`config.mk`:
```
export PLATFORM = sky130hd
export DESIGN_NAME = simon_game_ctrl
export DESIGN_NICKNAME = d
export VERILOG_FILES = /design/src/rtl/simon_game_ctrl.sv
export SDC_FILE = /design/constraint.sdc
export NUM_CORES = 1
export LEC_CHECK = 0
export CORE_UTILIZATION = 41
export CTS_BUF_LIST = sky130_fd_sc_hd__clkbuf_2 sky130_fd_sc_hd__clkbuf_4 sky130_fd_sc_hd__clkbuf_8
export CTS_CLUSTER_DIAMETER = 150
export CTS_CLUSTER_SIZE = 30
export DETAILED_ROUTE_END_ITERATION = 6
export PLACE_DENSITY = 0.8
export SLEW_MARGIN = 20
export SYNTH_ARGS = -nofsm -noshare
export SYNTH_HDL_FRONTEND = slang
export SYNTH_SLANG_ARGS = --single-unit
```
`constraint.sdc`:
```
create_clock -name clk -period 1.7 [get_ports clk]
set_input_delay 0.17 -clock clk [delete_from_list [all_inputs] [get_ports clk]]
set_output_delay 0.17 -clock clk [all_outputs]
set_load 0.1 [all_outputs]
```
`src/rtl/simon_game_ctrl.sv`:
```
// Simon game controller: walks the pattern datapath through input, playback, repeat and done phases.
// Strobes are decoded from state and flags each cycle; mode_leds and game_won follow the state register.
module simon_game_ctrl #(
  parameter int MAX_LEN    = 64,
  parameter int PLAY_TICKS = 0
) (
  input  logic       clk,
  input  logic       rst,
  input  logic       next,
  input  logic       index_lt_count,
  input  logic       input_eq_pattern,
  input  logic       is_legal,
  output logic       cnt_count,
  output logic       clr_count,
  output logic       cnt_index,
  output logic       clr_index,
  output logic       w_en,
  output logic       set_level,
  output logic       read_memory,
  output logic [2:0] mode_leds,
  output logic       game_won
);

  // Encodings double as the LED pattern shown for each phase.
  typedef enum logic [2:0] {
    S_INPUT    = 3'b001,
    S_PLAYBACK = 3'b010,
    S_REPEAT   = 3'b100,
    S_DONE     = 3'b111
  } state_t;

  localparam logic [6:0]  ROUNDS_MAX = 7'(MAX_LEN);
  localparam logic [23:0] TICK_LAST  = 24'(PLAY_TICKS - 1);
  localparam bit          TIMED      = (PLAY_TICKS != 0);

  state_t      state;
  logic        next_q;
  logic [6:0]  rounds;
  logic [23:0] timer;
  logic        won;

  logic next_pulse;
  logic at_max;
  logic tick_hit;

  assign next_pulse = next & ~next_q;
  assign at_max     = (rounds == ROUNDS_MAX);
  assign tick_hit   = TIMED && (timer == TICK_LAST);

  always_comb begin
    cnt_count   = 1'b0;
    clr_count   = 1'b0;
    cnt_index   = 1'b0;
    clr_index   = 1'b0;
    w_en        = 1'b0;
    set_level   = 1'b0;
    read_memory = 1'b0;
    mode_leds   = 3'b001;
    game_won    = 1'b0;
    if (rst) begin
      clr_count = 1'b1;
      clr_index = 1'b1;
      set_level = 1'b1;
    end else begin
      case (state)
        S_INPUT: begin
          if (at_max) begin
            clr_index = 1'b1;
          end else if (next_pulse && is_legal) begin
            w_en      = 1'b1;
            cnt_count = 1'b1;
            clr_index = 1'b1;
          end
        end
        S_PLAYBACK: begin
          mode_leds   = 3'b010;
          read_memory = index_lt_count;
          if (!index_lt_count)
            clr_index = 1'b1;
          else if (next_pulse || tick_hit)
            cnt_index = 1'b1;
        end
        S_REPEAT: begin
          mode_leds = 3'b100;
          if (!index_lt_count) begin
            clr_index = 1'b1;
          end else if (next_pulse && is_legal) begin
            if (input_eq_pattern)
              cnt_index = 1'b1;
            else
              clr_index = 1'b1;
          end
        end
        S_DONE: begin
          mode_leds   = 3'b111;
          game_won    = won;
          read_memory = index_lt_count;
          if (!index_lt_count)
            clr_index = 1'b1;
          else if (next_pulse)
            cnt_index = 1'b1;
        end
        default: begin
          // Corrupted state: behave like reset for one cycle.
          clr_count = 1'b1;
          clr_index = 1'b1;
          set_level = 1'b1;
        end
      endcase
    end
  end

  always_ff @(posedge clk) begin
    if (rst) begin
      state  <= S_INPUT;
      next_q <= 1'b1;
      rounds <= '0;
      timer  <= '0;
      won    <= 1'b0;
    end else begin
      next_q <= next;
      case (state)
        S_INPUT: begin
          if (at_max) begin
            won   <= 1'b1;
            state <= S_DONE;
          end else if (next_pulse && is_legal) begin
            rounds <= rounds + 7'd1;
            state  <= S_PLAYBACK;
          end
        end
        S_PLAYBACK: begin
          if (!index_lt_count) begin
            timer <= '0;
            state <= S_REPEAT;
          end else if (next_pulse || tick_hit) begin
            timer <= '0;
          end else if (TIMED) begin
            timer <= timer + 24'd1;
          end
        end
        S_REPEAT: begin
          if (!index_lt_count)
            state <= S_INPUT;
          else if (next_pulse && is_legal && !input_eq_pattern)
            state <= S_DONE;
        end
        S_DONE: begin
        end
        default: begin
          state  <= S_INPUT;
          rounds <= '0;
          timer  <= '0;
          won    <= 1'b0;
        end
      endcase
    end
  end

endmodule
```
==> impl_metrics.toml, run 1 <==
[grt]
grt_pass1_vias = 902
grt_max_degree = 12
overflow = 0
grt_pass1_wl_um = 4200
antenna_found_initial = 0
grt_use_total = 0.294

[power]
p_leak_nw = 0.578
power_mw = 1.33
ir_drop_mv = 0.857
power_density_nw_per_um2 = 909

[timing]
tightest_slew_ns = 0.452
relSlewSlack = 0.696
finalCritPeriodShare = 1.10
layout_setup_ws_ns = -0.169
fin_skew_ns = 0.00208
hold_viol_final = 0
max_freq_ghz = 0.535
setup_viol = 11
layout_min_cycle_time_ns = 1.87
hold_ws_ns = 0.348
rsz0062_at_grt = "true"
finalMaxSlewViolations = 0

[synth]
ys_ff_latch = 12
syn_avg_cell_area_um2 = 7.79
synth_largest_area_cell = "dfxtp_1"
synth_simple_gate_area_frac = 0.335
yosysMostFrequentCell = "dfxtp_1"
synth-main-ff-cell = "dfxtp_1"
synthCells = 100
synth_top_area_frac = 0.308
synthTopCellsByCount = "dfxtp_1, nor2_1, a21oi_1, nand2_1, nand3_1"
syn-num-nets = 108
synthesis.area_um2 = 779
yosys-top-cells-area = "dfxtp_1, a21oi_1, xor2_1"
synthAdderAreaFrac = 0.0321
netlist-cell-type-count = 42
synth_compound_area_frac = 0.185
synthMuxAreaShare = 0.0128
synth_top_family_by_area = "simple AND/OR/NAND/NOR gates"
synth_warnings = 0
synth_edf_count = 0
seq_area_frac_synth = 0.308
ys_async_sr_fraction = 0
synthXorXnorAreaFrac = 0.0674

[drt]
initialDrtViolationCount = 36
drc = 0
wl_per_cell_um = 17.3
drt.antenna.violating_nets = 0
vias = 953
via_per_inst = 5.71
firstDrtPassIters = 4
totalWireLength_um = 2890

[placed_design]
dp_slack_ns = -0.158
port_buffers = 16
gp_congestion = 0.857
place_hpwl_um = 1880
placed_area_um2 = 1290

[floorplanning]
die_area_um2 = 2080
core_area_um2 = 1750
rows = 15
dieWidth_um = 45.6
start_util = 0.447
ioPinCount = 17
die_h_um = 45.6

[clock_network]
path_clk_slew_ns = 0.08
cts_tree = "done"
cts.sinks = 12
insertion_delay_ns = 0.27
hold_buffers = 0
root_buffer = "clkbuf_4"
clk_path_buf_depth = 2
htree_levels = 1
numCtsBuffers = 3

[layout]
drive_above_1_share = 0.514
final_area_um2 = 1460
fin_nets = 151
area_growth_pct = 87.3
fill_cells = 103
diodes = 0

[worst_setup_path]
crit_fanout = 8
startpoint_type = "register"
critPathMaxStageDelay_ns = 0.39
cp.arrival_ns = 1.70
critical_path.slowest_cell = "dfxtp_4"
crit_required_ns = 1.53
crit_chain = "xnor2_1 -> and2_1 -> o21ai_1 -> a21o_2 -> buf_12"
endpoint_kind = "output pin"
path_class = "register to output pin"

[status]
violations = "negative setup slack"
outcome = "finished, violations left"

[worst_hold_path]
hp-class = "input port to register"

[flow_run]
maxCapViolCount = 0
==> registers in the layout (all words and copies together) (netlist names) <==
name	count
next_q	1
rounds	7
won	1
state	3
==> layout make-up <==
| class | instances | area, um2 | area share |
|---|---|---|---|
| Multi-Input combinational cell | 78 | 626 | 0.428 |
| Timing Repair Buffer | 45 | 499 | 0.342 |
| Sequential cell | 12 | 254 | 0.174 |
| Clock buffer | 4 | 36.3 | 0.0249 |
| Tap cell | 25 | 31.3 | 0.0214 |
| Inverter | 3 | 13.8 | 0.00943 |
==> logic make-up after synthesis <==
family	Yosys count
and+or+nand+nor	47
AOI/OAI and AO/OA	22
DFF	12
buffers and inverters	10
xor gates and xnor gates	6
adders and majority gates	2
muxes	1
==> metal layers <==
layer | track usage | vias to the layer above | routed length (um)
met5 | 0 | - | 0
met4 | 0.176 | 0 | 149
met3 | 0.0357 | 16 | 102
met2 | 0.503 | 38 | 1520
met1 | 0.346 | 456 | 1120
li1 | - | 443 | -
==> layout by cell type (no fill, tap or decap), types with 3 or more instances in the layout <==
cell type,instances
buf_4,28
buf_12,12
nor2_1,8
dfxtp_1,7
a21oi_1,6
nand2_1,6
nand3_1,4
clkdlybuf4s50_1,4
or3_1,3
xor2_1,3
clkbuf_4,3
dfxtp_4,3
==> final timing paths <==
kind | depth (start not counted) | from | slack [ns] | end
min | 3 | index_lt_count | 0.35 | state[1]
max | 5 | state[2] | -0.17 | clr_index
max reg2reg | 7 | rounds[0] | -0.04 | rounds[3]
min reg2reg | 2 | won | 0.49 | won
==> critical path: cells and delay by family (launching register included) <==
| family | cells | cell delay (ns) |
|---|---|---|
| DFF | 1 | 0.39 |
| xor gates and xnor gates | 1 | 0.39 |
| AOI/OAI and AO/OA | 2 | 0.29 |
| and+or+nand+nor | 1 | 0.20 |
| buffers and inverters | 1 | 0.16 |
==> power by group <==
part	switching, mW	internal (mW)	total [mW]
clock	0.0966	0.130	0.227
combinational	0.424	0.344	0.768
sequential	0.0319	0.300	0.332
total	0.553	0.774	1.33
==> repair_timing <==
item | 4_1_cts | 5_1_grt
resized for setup | 14 | 11
gates cloned | 0 | 0
pin swaps | 5 | 5
endpoints found under the setup margin | 11 | 18
setup buffers | 4 | 2
==> through the flow <==
| stage | std cells | TNS [ns] | util |
|---|---|---|---|
| after global routing | 167 | -1.94 | 0.837 |
| after CTS | 165 | -0.579 | 0.803 |
| after detailed placement | 157 | -0.642 | 0.739 |
| after global placement | 157 | -0.126 | 0.739 |
| final | 167 | -1.01 | 0.837 |
| after floorplan | 100 | -1.99 | - |
No activity file was read; power rests on OpenSTA's default activity.
==> run 2: changes to the inputs <==
--- a/config.mk
+++ b/config.mk
@@ -7,7 +7,6 @@
 export LEC_CHECK = 0
 export CORE_UTILIZATION = 41
 export CTS_BUF_LIST = sky130_fd_sc_hd__clkbuf_2 sky130_fd_sc_hd__clkbuf_4 sky130_fd_sc_hd__clkbuf_8
-export CTS_CLUSTER_DIAMETER = 150
 export CTS_CLUSTER_SIZE = 30
 export DETAILED_ROUTE_END_ITERATION = 6
 export PLACE_DENSITY = 0.8
==> results of run 2 <==
The final DEF is identical to that of run 1; final timing and power are the same.
==> run 3: changes to the inputs <==
--- a/config.mk
+++ b/config.mk
@@ -5,6 +5,7 @@
 export SDC_FILE = /design/constraint.sdc
 export NUM_CORES = 1
 export LEC_CHECK = 0
+export CORE_ASPECT_RATIO = 1.4
 export CORE_UTILIZATION = 41
 export CTS_BUF_LIST = sky130_fd_sc_hd__clkbuf_2 sky130_fd_sc_hd__clkbuf_4 sky130_fd_sc_hd__clkbuf_8
 export CTS_CLUSTER_SIZE = 30
==> impl_metrics.toml, run 3 (synthesized netlist as in run 1, its figures left out) <==
[layout]
fill_cells = 110
final_cell_mix = "buf_4, buf_12, dfxtp_1"
area_growth_pct = 85.4
fin_nets = 149
largest_register_ffs = 7
multi_input_area_um2 = 637
drive_above_1_share = 0.507
top_regs = "rounds (7), state (3)"
regMostFlops = "rounds"
diodes = 0
fin_util = 0.812
regArea_um2 = 250
final_common_cell = "buf_4"

[worst_setup_path]
crit_fanout = 3
crit_chain = "nand3b_1 -> buf_6 -> nor2_4 -> nor2b_2 -> o21ai_1 -> a21o_2 -> buf_12"
crit_required_ns = 1.53
path_class = "register to output pin"
critPathMaxStageDelay_ns = 0.32
endpoint_kind = "output pin"
r2r_slack_ns = 0
cp.arrival_ns = 1.65
startpoint_type = "register"
critical_path.slowest_cell = "dfxtp_1"

[timing]
hold_viol_final = 0
fin_skew_ns = 0.00698
tightest_slew_ns = 0.287
relSlewSlack = 0.808
layout_setup_ws_ns = -0.115
setup_viol = 9
layout_min_cycle_time_ns = 1.82
finalCritPeriodShare = 1.07
rsz0062_at_grt = "true"
finalMaxSlewViolations = 0
max_freq_ghz = 0.551
hold_ws_ns = 0.334

[placed_design]
gp_congestion = 0.906
port_buffers = 16
place_hpwl_um = 1750

[flow_run]
maxCapViolCount = 0

[floorplanning]
core_area_um2 = 1780
rows = 18
dieWidth_um = 38.9
start_util = 0.438
ioPinCount = 17
die_h_um = 53.6
die_area_um2 = 2080

[drt]
vias = 908
totalWireLength_um = 2610
wl_per_cell_um = 16.3
drt.antenna.violating_nets = 0
initialDrtViolationCount = 23
via_per_inst = 5.68
firstDrtPassIters = 4
drc = 0

[power]
power_density_nw_per_um2 = 905
ir_drop_mv = 0.852
p_leak_nw = 0.587

[grt]
overflow = 0
antenna_found_initial = 0
grt_use_total = 0.270
grt_max_degree = 13
grt_pass1_vias = 917
grt_pass1_wl_um = 3860

[clock_network]
hold_buffers = 0
cts.sinks = 12
htree_levels = 1
root_buffer = "clkbuf_4"
insertion_delay_ns = 0.28
clk_path_buf_depth = 2
path_clk_slew_ns = 0.08
cts_tree = "done"
numCtsBuffers = 3

[status]
violations = "negative setup slack"
outcome = "finished, violations left"

[worst_hold_path]
hp-class = "input port to register"
==> run 3: cell type report <==
cell class | instances | share of cell area
Clock buffer | 4 | 0.0251
Inverter | 3 | 0.00952
Multi-Input combinational cell | 78 | 0.441
Sequential cell | 12 | 0.173
Tap cell | 20 | 0.0173
Timing Repair Buffer | 43 | 0.334
==> run 3: per-stage QoR <==
step	cells	cell area (um2)	setup WS [ns]	total power, mW	TNS, ns
floorplan	100	867	-0.827	0.768	-1.99
global placement	152	1270	-0.0672	0.953	-0.138
detailed placement	152	1270	-0.163	0.968	-0.451
CTS	159	1400	-0.135	1.28	-0.595
global route	160	1450	-0.181	1.36	-1.34
finish	160	1450	-0.115	1.31	-0.551
==> run 3: critical path, delay by kind of cell, from the launching register on <==
kind | cells | cell delay (ns)
buffers and inverters | 2 | 0.34
AO/OA/AOI/OAI | 2 | 0.35
flip-flops | 1 | 0.32
AND/OR/NAND/NOR | 3 | 0.35
==> run 3: path summary, 6_finish.rpt <==
| kind | from | end | cells after the start |
|---|---|---|---|
| worst max-delay path | next_q | clr_index | 7 |
| worst min-delay path | index_lt_count | state[1] | 3 |
| worst max register to register | state[1] | rounds[5] | 7 |
| worst min register to register | won | won | 2 |
==> run 3: power breakdown <==
group	switching, mW	internal (mW)
registers	0.0272	0.299
clock network	0.105	0.130
logic	0.421	0.326
==> run 3: layer usage <==
| metal | share of wire | wire (um) | vias up | track usage |
|---|---|---|---|---|
| met3 | 0.024 | 62 | 10 | 0.0372 |
| met1 | 0.37 | 976 | 433 | 0.285 |
| li1 | - | - | 440 | - |
| met2 | 0.56 | 1470 | 25 | 0.478 |
| met5 | 0 | 0 | - | 0 |
| met4 | 0.039 | 102 | 0 | 0.178 |
==> run 3: what timing repair did <==
action                     4_1_cts  5_1_grt
resized for setup               19       10
pin swaps                        5        8
buffers inserted                 3        1
setup endpoints to repair       10       15
